$ cat src/rtl/complex_exe_pipe_pkg.sv
// complex_exe_pipe_pkg
// Shared execute-stage definitions for the complex execution pipe:
//   - bus widths (opcode, data, flags, physical tag, active-list index)
//   - default writeback latencies for mult-class and div-class ops
//   - complex opcode encoding and the div-class decode function
//   - the writeback packet struct carried through the pipe
package complex_exe_pipe_pkg;

    localparam int SIZE_OPCODE_I       = 6;
    localparam int SIZE_DATA           = 32;
    localparam int EXECUTION_FLAGS     = 6;
    localparam int SIZE_PHYSICAL_LOG   = 6;
    localparam int SIZE_ACTIVELIST_LOG = 5;

    localparam int DEFAULT_MULT_LAT = 3;
    localparam int DEFAULT_DIV_LAT  = 8;

    // Wide enough for the largest divide latency (31).
    localparam int DIV_CNT_W = 5;

    typedef enum logic [SIZE_OPCODE_I-1:0] {
        MULT_L  = 6'h00,
        MULT_H  = 6'h01,
        MULTU_L = 6'h02,
        MULTU_H = 6'h03,
        DIV_L   = 6'h04,
        DIV_H   = 6'h05,
        DIVU_L  = 6'h06,
        DIVU_H  = 6'h07,
        SYSCALL = 6'h08
    } opcode_e;

    typedef struct packed {
        logic                           valid;
        logic [SIZE_DATA-1:0]           result;
        logic [EXECUTION_FLAGS-1:0]     flags;
        logic [SIZE_PHYSICAL_LOG-1:0]   tag;
        logic [SIZE_ACTIVELIST_LOG-1:0] rob;
    } wb_pkt_t;

    // Only the four divide opcodes use the long, non-pipelined divider;
    // everything else (including unknown encodings) is mult-class.
    function automatic logic is_div_op(input logic [SIZE_OPCODE_I-1:0] op);
        case (op)
            DIV_L, DIV_H, DIVU_L, DIVU_H: return 1'b1;
            default:                      return 1'b0;
        endcase
    endfunction

endpackage

$ cat src/rtl/complex_exe_pipe_if.sv
// complex_exe_pipe_if
// Issue and writeback bus of the complex execution pipe.
//   Issue side : issue_valid_i, opcode_i, alu_result_i, alu_flags_i, tag_i, rob_i
//   Ready side : mult_ready_o, div_ready_o
//   Writeback  : wb_valid_o, wb_result_o, wb_flags_o, wb_tag_o, wb_rob_o
// Handshake: an op is accepted in a cycle when issue_valid_i is high and the
// ready of its class (mult_ready_o or div_ready_o) is high in that same cycle;
// the readies depend only on pipe state, never on the issue inputs. An issue
// presented while its ready is low is ignored and changes nothing.
// Modports: slave = the pipe, master = the issuing stage.
interface complex_exe_pipe_if;
    import complex_exe_pipe_pkg::*;

    logic                           issue_valid_i;
    logic [SIZE_OPCODE_I-1:0]       opcode_i;
    logic [SIZE_DATA-1:0]           alu_result_i;
    logic [EXECUTION_FLAGS-1:0]     alu_flags_i;
    logic [SIZE_PHYSICAL_LOG-1:0]   tag_i;
    logic [SIZE_ACTIVELIST_LOG-1:0] rob_i;

    logic                           mult_ready_o;
    logic                           div_ready_o;

    logic                           wb_valid_o;
    logic [SIZE_DATA-1:0]           wb_result_o;
    logic [EXECUTION_FLAGS-1:0]     wb_flags_o;
    logic [SIZE_PHYSICAL_LOG-1:0]   wb_tag_o;
    logic [SIZE_ACTIVELIST_LOG-1:0] wb_rob_o;

    modport slave (
        input  issue_valid_i, opcode_i, alu_result_i, alu_flags_i, tag_i, rob_i,
        output mult_ready_o, div_ready_o,
        output wb_valid_o, wb_result_o, wb_flags_o, wb_tag_o, wb_rob_o
    );

    modport master (
        output issue_valid_i, opcode_i, alu_result_i, alu_flags_i, tag_i, rob_i,
        input  mult_ready_o, div_ready_o,
        input  wb_valid_o, wb_result_o, wb_flags_o, wb_tag_o, wb_rob_o
    );

endinterface

$ cat src/rtl/complex_mult_delay.sv
// complex_mult_delay
// Fixed-latency shift pipeline for mult-class writeback packets. Advances
// every cycle; DEPTH stages sit between the issue edge and the writeback
// register in the top, so DEPTH = MULT_LAT - 1 (DEPTH 0 is a wire).
// Ports:
//   clk, reset : clock, asynchronous active-high reset
//   clear_i    : synchronous drop of every stage (flush)
//   in_i       : packet to capture (all-zero when nothing was accepted)
//   out_o      : oldest stage
module complex_mult_delay
    import complex_exe_pipe_pkg::*;
#(
    parameter int DEPTH = DEFAULT_MULT_LAT - 1
) (
    input  logic    clk,
    input  logic    reset,
    input  logic    clear_i,
    input  wb_pkt_t in_i,
    output wb_pkt_t out_o
);

    generate
        if (DEPTH == 0) begin : g_bypass
            assign out_o = in_i;
        end else begin : g_stages
            wb_pkt_t stage_q [DEPTH];
            wb_pkt_t stage_d [DEPTH];

            always_comb begin
                stage_d[0] = in_i;
                for (int i = 1; i < DEPTH; i++) begin
                    stage_d[i] = stage_q[i-1];
                end
            end

            always_ff @(posedge clk or posedge reset) begin
                if (reset) begin
                    for (int i = 0; i < DEPTH; i++) stage_q[i] <= '0;
                end else if (clear_i) begin
                    for (int i = 0; i < DEPTH; i++) stage_q[i] <= '0;
                end else begin
                    for (int i = 0; i < DEPTH; i++) stage_q[i] <= stage_d[i];
                end
            end

            assign out_o = stage_q[DEPTH-1];
        end
    endgenerate

endmodule

$ cat src/rtl/complex_exe_pipe.sv
// complex_exe_pipe
// Writeback timing for the complex execution unit. Mult-class ops (every
// opcode except the four divides) travel a MULT_LAT-cycle shift pipeline and
// may issue back-to-back. Div-class ops occupy a single holding register and
// a down-counter for DIV_LAT cycles; the divider is not pipelined.
// Parameters: MULT_LAT (1..7), DIV_LAT (> MULT_LAT, <= 31).
// Ports:
//   clk     : rising-edge clock
//   reset   : asynchronous active-high reset, drops all in-flight ops
//   flush_i : only when COMPLEX_PIPE_FLUSH_EN is defined; drops all in-flight
//             ops and any same-cycle issue
//   bus     : complex_exe_pipe_if.slave (issue, readies, registered writeback)
// Optional feature macro: COMPLEX_PIPE_FLUSH_EN.
module complex_exe_pipe
    import complex_exe_pipe_pkg::*;
#(
    parameter int MULT_LAT = DEFAULT_MULT_LAT,
    parameter int DIV_LAT  = DEFAULT_DIV_LAT
) (
    input  logic clk,
    input  logic reset,
`ifdef COMPLEX_PIPE_FLUSH_EN
    input  logic flush_i,
`endif
    complex_exe_pipe_if.slave bus
);

    localparam logic [DIV_CNT_W-1:0] DIV_LOAD   = DIV_CNT_W'(DIV_LAT - 1);
    localparam logic [DIV_CNT_W-1:0] MULT_MATCH = DIV_CNT_W'(MULT_LAT);

    logic flush;
`ifdef COMPLEX_PIPE_FLUSH_EN
    assign flush = flush_i;
`else
    assign flush = 1'b0;
`endif

    // Remaining cycles until the in-flight div is presented on writeback;
    // zero means the divider is idle.
    logic [DIV_CNT_W-1:0] div_cnt_q, div_cnt_d;
    wb_pkt_t              div_hold_q, div_hold_d;
    wb_pkt_t              wb_q, wb_d;

    wb_pkt_t issue_pkt;
    wb_pkt_t mult_in;
    wb_pkt_t mult_out;
    logic    issue_is_div;
    logic    div_busy;
    logic    div_done;
    logic    mult_ready;
    logic    div_ready;
    logic    mult_accept;
    logic    div_accept;

    assign issue_is_div = is_div_op(bus.opcode_i);
    assign div_busy     = (div_cnt_q != '0);
    assign div_done     = (div_cnt_q == DIV_CNT_W'(1));

    // A mult issued now writes back MULT_LAT cycles later; block it exactly
    // when that is the cycle the in-flight div writes back.
    assign div_ready  = !div_busy;
    assign mult_ready = !(div_busy && (div_cnt_q == MULT_MATCH));

    assign mult_accept = bus.issue_valid_i && !issue_is_div && mult_ready && !flush;
    assign div_accept  = bus.issue_valid_i &&  issue_is_div && div_ready  && !flush;

    assign issue_pkt = '{valid:  1'b1,
                         result: bus.alu_result_i,
                         flags:  bus.alu_flags_i,
                         tag:    bus.tag_i,
                         rob:    bus.rob_i};

    // Unaccepted cycles inject an all-zero packet so the pipeline payload is
    // already zero wherever valid is low.
    assign mult_in = mult_accept ? issue_pkt : '0;

    complex_mult_delay #(
        .DEPTH (MULT_LAT - 1)
    ) u_mult_delay (
        .clk     (clk),
        .reset   (reset),
        .clear_i (flush),
        .in_i    (mult_in),
        .out_o   (mult_out)
    );

    always_comb begin
        div_cnt_d  = div_cnt_q;
        div_hold_d = div_hold_q;
        wb_d       = '0;

        if (div_accept) begin
            div_cnt_d  = DIV_LOAD;
            div_hold_d = issue_pkt;
        end else if (div_busy) begin
            div_cnt_d = div_cnt_q - DIV_CNT_W'(1);
            if (div_done) begin
                div_hold_d = '0;
            end
        end

        // The ready rules guarantee mult and div never complete together.
        if (mult_out.valid) begin
            wb_d = mult_out;
        end else if (div_done) begin
            wb_d = div_hold_q;
        end

        if (flush) begin
            div_cnt_d  = '0;
            div_hold_d = '0;
            wb_d       = '0;
        end
    end

    always_ff @(posedge clk or posedge reset) begin
        if (reset) begin
            div_cnt_q  <= '0;
            div_hold_q <= '0;
            wb_q       <= '0;
        end else begin
            div_cnt_q  <= div_cnt_d;
            div_hold_q <= div_hold_d;
            wb_q       <= wb_d;
        end
    end

    assign bus.mult_ready_o = mult_ready;
    assign bus.div_ready_o  = div_ready;
    assign bus.wb_valid_o   = wb_q.valid;
    assign bus.wb_result_o  = wb_q.result;
    assign bus.wb_flags_o   = wb_q.flags;
    assign bus.wb_tag_o     = wb_q.tag;
    assign bus.wb_rob_o     = wb_q.rob;

endmodule

$ cat src/flat_wrapper.sv
// flat-port wrapper written by rule: the top's interface ports become plain ports
module complex_exe_pipe_flat import complex_exe_pipe_pkg::*;
#(
    parameter int MULT_LAT = DEFAULT_MULT_LAT,
    parameter int DIV_LAT  = DEFAULT_DIV_LAT
)
  (clk, reset, bus_issue_valid_i, bus_opcode_i, bus_alu_result_i, bus_alu_flags_i, bus_tag_i, bus_rob_i, bus_mult_ready_o, bus_div_ready_o, bus_wb_valid_o, bus_wb_result_o, bus_wb_flags_o, bus_wb_tag_o, bus_wb_rob_o);
  complex_exe_pipe_if bus_i ();
  input  logic clk;
  input  logic reset;
  input wire logic [$bits(bus_i.issue_valid_i)-1:0] bus_issue_valid_i;
  input wire logic [$bits(bus_i.opcode_i)-1:0] bus_opcode_i;
  input wire logic [$bits(bus_i.alu_result_i)-1:0] bus_alu_result_i;
  input wire logic [$bits(bus_i.alu_flags_i)-1:0] bus_alu_flags_i;
  input wire logic [$bits(bus_i.tag_i)-1:0] bus_tag_i;
  input wire logic [$bits(bus_i.rob_i)-1:0] bus_rob_i;
  output wire logic [$bits(bus_i.mult_ready_o)-1:0] bus_mult_ready_o;
  output wire logic [$bits(bus_i.div_ready_o)-1:0] bus_div_ready_o;
  output wire logic [$bits(bus_i.wb_valid_o)-1:0] bus_wb_valid_o;
  output wire logic [$bits(bus_i.wb_result_o)-1:0] bus_wb_result_o;
  output wire logic [$bits(bus_i.wb_flags_o)-1:0] bus_wb_flags_o;
  output wire logic [$bits(bus_i.wb_tag_o)-1:0] bus_wb_tag_o;
  output wire logic [$bits(bus_i.wb_rob_o)-1:0] bus_wb_rob_o;
  assign bus_i.issue_valid_i = bus_issue_valid_i;
  assign bus_i.opcode_i = bus_opcode_i;
  assign bus_i.alu_result_i = bus_alu_result_i;
  assign bus_i.alu_flags_i = bus_alu_flags_i;
  assign bus_i.tag_i = bus_tag_i;
  assign bus_i.rob_i = bus_rob_i;
  assign bus_mult_ready_o = bus_i.mult_ready_o;
  assign bus_div_ready_o = bus_i.div_ready_o;
  assign bus_wb_valid_o = bus_i.wb_valid_o;
  assign bus_wb_result_o = bus_i.wb_result_o;
  assign bus_wb_flags_o = bus_i.wb_flags_o;
  assign bus_wb_tag_o = bus_i.wb_tag_o;
  assign bus_wb_rob_o = bus_i.wb_rob_o;
  complex_exe_pipe #(.MULT_LAT(MULT_LAT), .DIV_LAT(DIV_LAT)) u_core (.clk(clk), .reset(reset), .bus(bus_i));
endmodule
$ cat config.mk
export PLATFORM = sky130hd
export DESIGN_NAME = complex_exe_pipe_flat
export DESIGN_NICKNAME = d
export VERILOG_FILES = /design/src/rtl/complex_exe_pipe_pkg.sv /design/src/rtl/complex_exe_pipe_if.sv /design/src/rtl/complex_mult_delay.sv /design/src/rtl/complex_exe_pipe.sv /design/src/flat_wrapper.sv
export SDC_FILE = /design/constraint.sdc
export NUM_CORES = 1
export LEC_CHECK = 0
export ABC_AREA = 0
export BUFFER_PORTS_ARGS = -buffer_cell sky130_fd_sc_hd__clkbuf_2
export CORE_MARGIN = 1
export CORE_UTILIZATION = 55
export DETAILED_ROUTE_END_ITERATION = 7
export PLACE_DENSITY = 0.8
export SETUP_SLACK_MARGIN = 0.02
export SLEW_MARGIN = 20
export SYNTH_ARGS = -nofsm -noshare
export SYNTH_HDL_FRONTEND = slang
export SYNTH_SLANG_ARGS = --single-unit
$ cat constraint.sdc
create_clock -name clk -period 13.2 [get_ports clk]
set_input_delay 2.64 -clock clk [delete_from_list [all_inputs] [get_ports clk]]
set_output_delay 2.64 -clock clk [all_outputs]
set_load 0.01 [all_outputs]
## Yosys cells after proc, flatten, opt, wreduce, memory -nomap -nowiden

Cells that the tools add are included.

- Bits in registers: 205
- Latch bits: 0
- Memory bits (writable): 0
- Memory bits (read-only): 0
- Bits of input ports: 58
- Logic and storage cells: 50
- Memories: 0

- Add/sub/neg operators: 1
- $mul: 0
- Divide/modulo/power cells: 0
- $lt $le $gt $ge: 0
- Equal/unequal tests: 6
- Shifts and indexed selects: 0
- Muxes and demuxes: 9
- Bitwise gates (word level): 0
- Reduce and logical (&&, ||, !) cells: 13

Operators with widths:

| cell | number |
|---|---|
| two-way mux 50 bit | 6 |
| == test 6 x 3 -> 1 bit (second input constant) | 4 |
| two-way mux 5 bit | 2 |
| == test 5 x 1 -> 1 bit (second input constant) | 1 |
| == test 5 x 2 -> 1 bit (second input constant) | 1 |
| logical AND 1 bit | 5 |
| nonzero test 5 bit | 1 |
| subtractor 5 x 1 -> 5 bit (second input constant) | 1 |
| nonzero test 2 bit | 2 |
| OR reduction 4 bit | 1 |
| zero test 1 bit | 3 |
| AND reduction 2 bit | 1 |
| two-way mux 1 bit | 1 |

## Logic depth before layout (Yosys ltp)

Gate-level depths: netlist (run 1).

- Depth in word-level cells: 7
- Gate-level depth with buffers: 8
- Gate-level depth less buffers: 5

## Modules after synthesis

Synthesis (run 1) repeated with hierarchy kept, for this count alone.

- Cell total of the unflattened synthesis: 627
- Area total of the unflattened synthesis: 8398.1 um^2

By module, submodules not included:

| module | instances | cells each | area each (um^2) |
|---|---|---|---|
| complex_exe_pipe | 1 | 415 | 4684.5 |
| complex_mult_delay | 1 | 212 | 3713.6 |

## Worst setup path after synthesis (run 1)

Ideal clock, no wire load.

- Path type: register to output
- Start: register u_core.div_cnt_q[0]
- End: output bus_div_ready_o
- Arrival: 1.079 ns
- Setup slack: 9.481 ns
- Cell stages (with the launch flop): 4
- Buffers on the path: 0
- Cells stage by stage: dfrtp_1 > inv_1 > ha_1 > nor4b_4

- Word-level cells in the longest chain between the ends: 2

Ends and longest elaborated chain:

| item | line | text |
|---|---|---|
| start, declared | complex_exe_pipe.sv:40 | `logic [DIV_CNT_W-1:0] div_cnt_q, div_cnt_d;` |
| start signal, assigned | complex_exe_pipe.sv:122 | `div_cnt_q <= div_cnt_d;` |
| nonzero test 5 bit | complex_exe_pipe.sv:56 | `assign div_busy = (div_cnt_q != '0);` |
| zero test 1 bit | complex_exe_pipe.sv:61 | `assign div_ready = !div_busy;` |
| end, declared | flat_wrapper.sv:18 | `output wire logic [$bits(bus_i.div_ready_o)-1:0] bus_div_ready_o;` |

No other way between the ends.

## Final worst setup path (run 1)

Same ends and word-level chain as after synthesis.

==> flow_summary.ini, run 1 <==
[place]
dp_cells = 763
hpwl_mm = 7.343
gp_congestion = 0.7515
portBuffers = 107
placed_cell_area_um2 = 7845

[timing]
finalHoldViolCount = 0
clock_skew_ns = 0.01460
fmax_mhz = 189.0
relSlewSlack_pct = 30.92
worst_pin_slew_ns = 1.036
period_minus_slack_ns = 5.292
rsz0062_at_grt = false
fin_crit_sh_pct = 40.09
setup_viol = 0
finalSetupTns_ns = 0
drv_slew = 0

[min_path]
whs_path_depth = 0
hold_path_class = register to register
min-delay-start = u_core.u_mult_delay.g_stages.stage_d[28]
min_delay_worst_endpoint = u_core.u_mult_delay.out_o[28]

[final_layout]
layout_common_cells = dfrtp_1, clkbuf_2, inv_1, o21ai_0, mux2i_1
fillers = 907
layout_commonest_cell = dfrtp_1
diodes = 0
stdcell_count = 800
layout-drive-gt1-share_pct = 24.52
area_growth_syn_to_layout_pct = 19.30
final_net_count = 675
postLayoutCellArea_um2 = 8584

[pwr]
p_comb_share_pct = 14.2
p_per_area_nw_per_um2 = 187.1
ir_drop_mv = 0.1392
fin_total_pwr_mw = 1.606
p_seq_share_pct = 46.9
power.switching_mw = 0.4207
p_clk_share_pct = 38.9
sw_frac_of_total_pct = 26.20
leakage_nw = 4.786
internal_power_mw = 1.185

[route]
routedWlPerCell_um = 16.87
dr.pass1.iters = 4
routed-via-count = 4119
ant_nets = 0
totalWireLength_mm = 13.50
drt-vias-per-instance = 5.149
drc = 0
first_iter_violations = 236

[global_route]
grt_start_max_net_pins = 127
grt-ovfl-total = 0
grt_pass1_vias = 4463
gr-usage-all-layers_pct = 21.60
antenna_found_initial = 0
grt_first_pass_wirelength_mm = 22.17

[clock_tree]
cts_tree = built
clkLatencyLatePin_ns = 0.48
post_cts_resized = 0
root_buffer = clkbuf_16
cts_sinks = 205
cts-buffers-inserted = 21
htreeDepth = 1
clockBufferDepth = 3
cts.clk_slew.worst_paths_ns = 0.06
postCtsSetupRepairBufs = 0
hold_buffers = 0

[synth]
ys_top_cells_by_area = dfrtp_1, mux2i_1, a22o_1
ys.flop_type = dfrtp_1
synth_top_cell_area_share_pct = 71.29
async_reset_ff_share_pct = 100.0
syn_area_um2 = 7196
synth_cell_types = 29
synth_area_leader_cell = dfrtp_1
yosysWarnings = 0
synth_edf_count = 0
ys_seq_elements = 205
ys_seq_area_share_pct = 71.29
synth_nets = 573
syn_inst = 512
synth.avg_cell_area_um2 = 14.05

[worst_setup_path]
end_kind = output port
cp-start-kind = register
crit_family = adder cells
cp_data_required_time_ns = 10.56
path_cells = inv_1 -> ha_2 -> nor4b_4 -> clkbuf_2
max_stage_delay_ns = 0.88
slowest_stage = ha_2
worstSetupPathType = register to output port
r2r_end = u_core.div_hold_q[34]
worstPathMaxFanout = 53
cp.buffers_inverters = 2
r2r_cells = 5
path_depth = 4
crit_arrival_ns = 2.65
rr_startpoint = u_core.div_cnt_q[0]
rrSetupSlack_ns = 9.79

[floorplan]
fp.dieH_um = 116.4
start_util_pct = 56.79
rows = 41
io_pins = 110
die_area_um2 = 13540
die_x_um = 116.4
coreArea_um2 = 12670

[job]
maxCapViolations = 0

[outcome]
status = complete, no violations
## layer usage
metal | vias to the layer above | share of wire [%] | GRT usage (%) | wire length [µm]
li1 | 1906 | - | - | -
met3 | 15 | 5.7 | 4.774 | 769
met2 | 118 | 50 | 36.09 | 6729
met1 | 2080 | 43 | 28.89 | 5853
met5 | - | 0 | 0 | 0
met4 | 0 | 1.1 | 5.641 | 145
## through the flow
step           worst slack [ns]  hold slack (ns)  utilization, %
2_1_floorplan             4.964           0.3312               -
3_3_place_gp              8.421           0.3314           61.91
3_5_place_dp              8.383           0.3347           61.91
4_1_cts                   7.883           0.3455           67.75
5_1_grt                   7.727           0.3485           67.75
6_report                  7.908           0.3418           67.75
## cell usage after synthesis (2+ instances only)
cell / count
clkbuf_1: 21
o21ai_0: 51
nand3_1: 2
mux2i_1: 50
inv_1: 54
ha_1: 3
buf_4: 3
nand2_1: 2
buf_2: 6
dfrtp_1: 205
a22o_1: 49
and2_1: 49
## sequential cells by signal, indices dropped and copies added (netlist names)
register / count
u_core.div_hold_q: 50
u_core.bus.wb_flags_o: 6
u_core.bus.wb_rob_o: 5
u_core.bus.wb_result_o: 32
u_core.bus.wb_tag_o: 6
u_core.u_mult_delay.g_stages.stage_d: 50
u_core.div_cnt_q: 5
u_core.u_mult_delay.out_o: 50
u_core.bus.wb_valid_o: 1
## power groups by stage
stage                     clock [mW]  combinational [mW]  sequential, mW
final                          0.625               0.228           0.753
after global routing           0.663               0.254           0.761
after CTS                      0.637               0.232           0.753
after detailed placement           0               0.231           0.764
after global placement             0               0.223           0.756
after floorplan                    0               0.148           0.761
## cell type report
cell class	count	area, µm²	share of cell area, %
Clock buffer	29	595.6	6.938
Clock inverter	8	143.9	1.676
Inverter	54	210.2	2.449
Multi-Input combinational cell	221	1723	20.07
Sequential cell	205	5131	59.77
Tap cell	172	215.2	2.507
Timing Repair Buffer	111	565.5	6.588
## how the worst max path moves through the flow
stage	from	endpoint	slack, ns
floorplan	reset	u_core.bus.wb_flags_o[0]	4.96
global placement	u_core.div_cnt_q[0]	bus_div_ready_o	8.42
detailed placement	bus_opcode_i[3]	u_core.div_hold_q[12]	8.38
CTS	u_core.div_cnt_q[0]	bus_div_ready_o	7.88
global route	u_core.div_cnt_q[0]	bus_div_ready_o	7.73
finish	u_core.div_cnt_q[0]	bus_div_ready_o	7.91
## cells by family (layout without fill, tap and decap cells)
logic type / count (synthesis) / count (layout) / share of synthesized area, %
AO/OA/AOI/OAI: 106 / 106 / 10.22
XOR/XNOR: 1 / 1 / 0.1217
adder cells (fa/ha/maj): 3 / 3 / 0.5217
buffers and inverters: 86 / 202 / 5.129
flip-flops: 205 / 205 / 71.29
multiplexers: 50 / 50 / 6.955
AND/OR/NAND/NOR: 61 / 61 / 5.755
Power figures use the tool's default switching activity.
==> run 2, diff against run 1 <==
--- a/config.mk
+++ b/config.mk
@@ -8,9 +8,9 @@
 export ABC_AREA = 0
 export BUFFER_PORTS_ARGS = -buffer_cell sky130_fd_sc_hd__clkbuf_2
 export CORE_MARGIN = 1
-export CORE_UTILIZATION = 55
+export CORE_UTILIZATION = 50
 export DETAILED_ROUTE_END_ITERATION = 7
-export PLACE_DENSITY = 0.8
+export PLACE_DENSITY = 0.76
 export SETUP_SLACK_MARGIN = 0.02
 export SLEW_MARGIN = 20
 export SYNTH_ARGS = -nofsm -noshare
==> constraint.sdc (replaced) <==
create_clock -name clk -period 4.8 [get_ports clk]
set_input_delay 0.96 -clock clk [delete_from_list [all_inputs] [get_ports clk]]
set_output_delay 0.96 -clock clk [all_outputs]
set_load 0.01 [all_outputs]
==> flow_summary.ini, run 2 (synthesis results as in run 1) <==
[floorplan]
coreArea_um2 = 13930
start_util_pct = 51.64
rows = 43
io_pins = 110
fp.dieH_um = 122.0
die_x_um = 122.0
die_area_um2 = 14880

[route]
routedWlPerCell_um = 16.48
first_iter_violations = 254
routed-via-count = 4060
dr.pass1.iters = 4
drc = 0
totalWireLength_mm = 13.35
drt-vias-per-instance = 5.012
ant_nets = 0

[final_layout]
post-route-util_pct = 61.52
final_net_count = 677
layout_commonest_cell = dfrtp_1
postLayoutCellArea_um2 = 8572
stdcell_count = 810
layout-drive-gt1-share_pct = 24.44
layout_common_cells = dfrtp_1, clkbuf_2, inv_1, o21ai_0, mux2i_1
area_growth_syn_to_layout_pct = 19.13
diodes = 0

[clock_tree]
cts-buffers-inserted = 21
htreeDepth = 1
root_buffer = clkbuf_16
hold_buffers = 0
clkLatencyLatePin_ns = 0.49
cts.clk_slew.worst_paths_ns = 0.06
clockBufferDepth = 3
cts_sinks = 205
postCtsSetupRepairBufs = 0
post_cts_resized = 0
cts_tree = built

[timing]
setup_viol = 0
period_minus_slack_ns = 3.348
finalHoldViolCount = 0
hold_ws_ns = 0.3302
relSlewSlack_pct = 30.77
fin_crit_sh_pct = 69.76
rsz0062_at_grt = false
fmax_mhz = 298.7
drv_slew = 0
setup_slack_ns = 1.452
clock_skew_ns = 0.01534
finalSetupTns_ns = 0
worst_pin_slew_ns = 1.038

[place]
portBuffers = 107
placed_cell_area_um2 = 7884
hpwl_mm = 7.578
dp_cells = 772
gp_congestion = 0.7634
pre_cts_slack_ns = 1.552

[global_route]
grt_pass1_vias = 4340
grt_start_max_net_pins = 91
grt-ovfl-total = 0
grt_first_pass_wirelength_mm = 21.72
gr-usage-all-layers_pct = 18.96
antenna_found_initial = 0

[pwr]
fin_total_pwr_mw = 4.231
p_per_area_nw_per_um2 = 493.6
leakage_nw = 4.766
ir_drop_mv = 0.2681

[worst_setup_path]
cp-start-kind = register
worstPathMaxFanout = 32
end_kind = output port
worstSetupPathType = register to output port
cp_data_required_time_ns = 3.84
r2r_cells = 7
crit_arrival_ns = 2.39

[min_path]
hold_path_class = register to register
whs_path_depth = 0

[job]
maxCapViolations = 0

[outcome]
status = complete, no violations
==> run 2: cell types whose count changed in the layout (fill, tap and decap cells not counted), moves of 2 or more <==
cell	change
bufinv_16	-4
clkbuf_1	+2
clkbuf_8	+2
buf_12	+2
clkinvlp_4	+2
==> run 2: final cells by class <==
class                           count  area [µm²]
Sequential cell                   205        5131
Timing Repair Buffer              113       625.6
Clock buffer                       33       630.6
Inverter                           54       206.4
Clock inverter                      4       26.28
Tap cell                          180       225.2
Fill cell                        1067        5363
Multi-Input combinational cell    221        1727
==> run 2: per-layer routing <==
layer / GRT usage [%] / share of wire [%]
met5: 0 / 0
met2: 33.02 / 52
met3: 3.418 / 4.8
met4: 5.787 / 1.2
met1: 24.05 / 42
==> run 2: path summary, 6_finish.rpt <==
kind	start	endpoint	slack (ns)
worst max-delay path	u_core.div_cnt_q[0]	bus_mult_ready_o	1.45
worst min-delay path	u_core.u_mult_delay.g_stages.stage_d[21]	u_core.u_mult_delay.out_o[21]	0.33
worst max register to register	u_core.div_cnt_q[0]	u_core.u_mult_delay.g_stages.stage_d[25]	1.64
worst min register to register	u_core.u_mult_delay.g_stages.stage_d[21]	u_core.u_mult_delay.out_o[21]	0.33
max in group asynchronous	reset	u_core.u_mult_delay.out_o[49]	3.45
min in group asynchronous	reset	u_core.bus.wb_result_o[21]	0.51
==> run 2: worst max-delay path, cell delays in order (launching register included) <==
cell      delay (ns)
dfrtp_1         0.42
inv_1           0.11
ha_2            0.49
buf_4           0.43
inv_1           0.16
nand3_1         0.13
clkbuf_2        0.14
==> run 2: power breakdown <==
part           switching (mW)  total [mW]  internal (mW)
Sequential              0.117        2.08           1.96
Combinational           0.402       0.625          0.222
Clock                   0.626        1.53          0.901
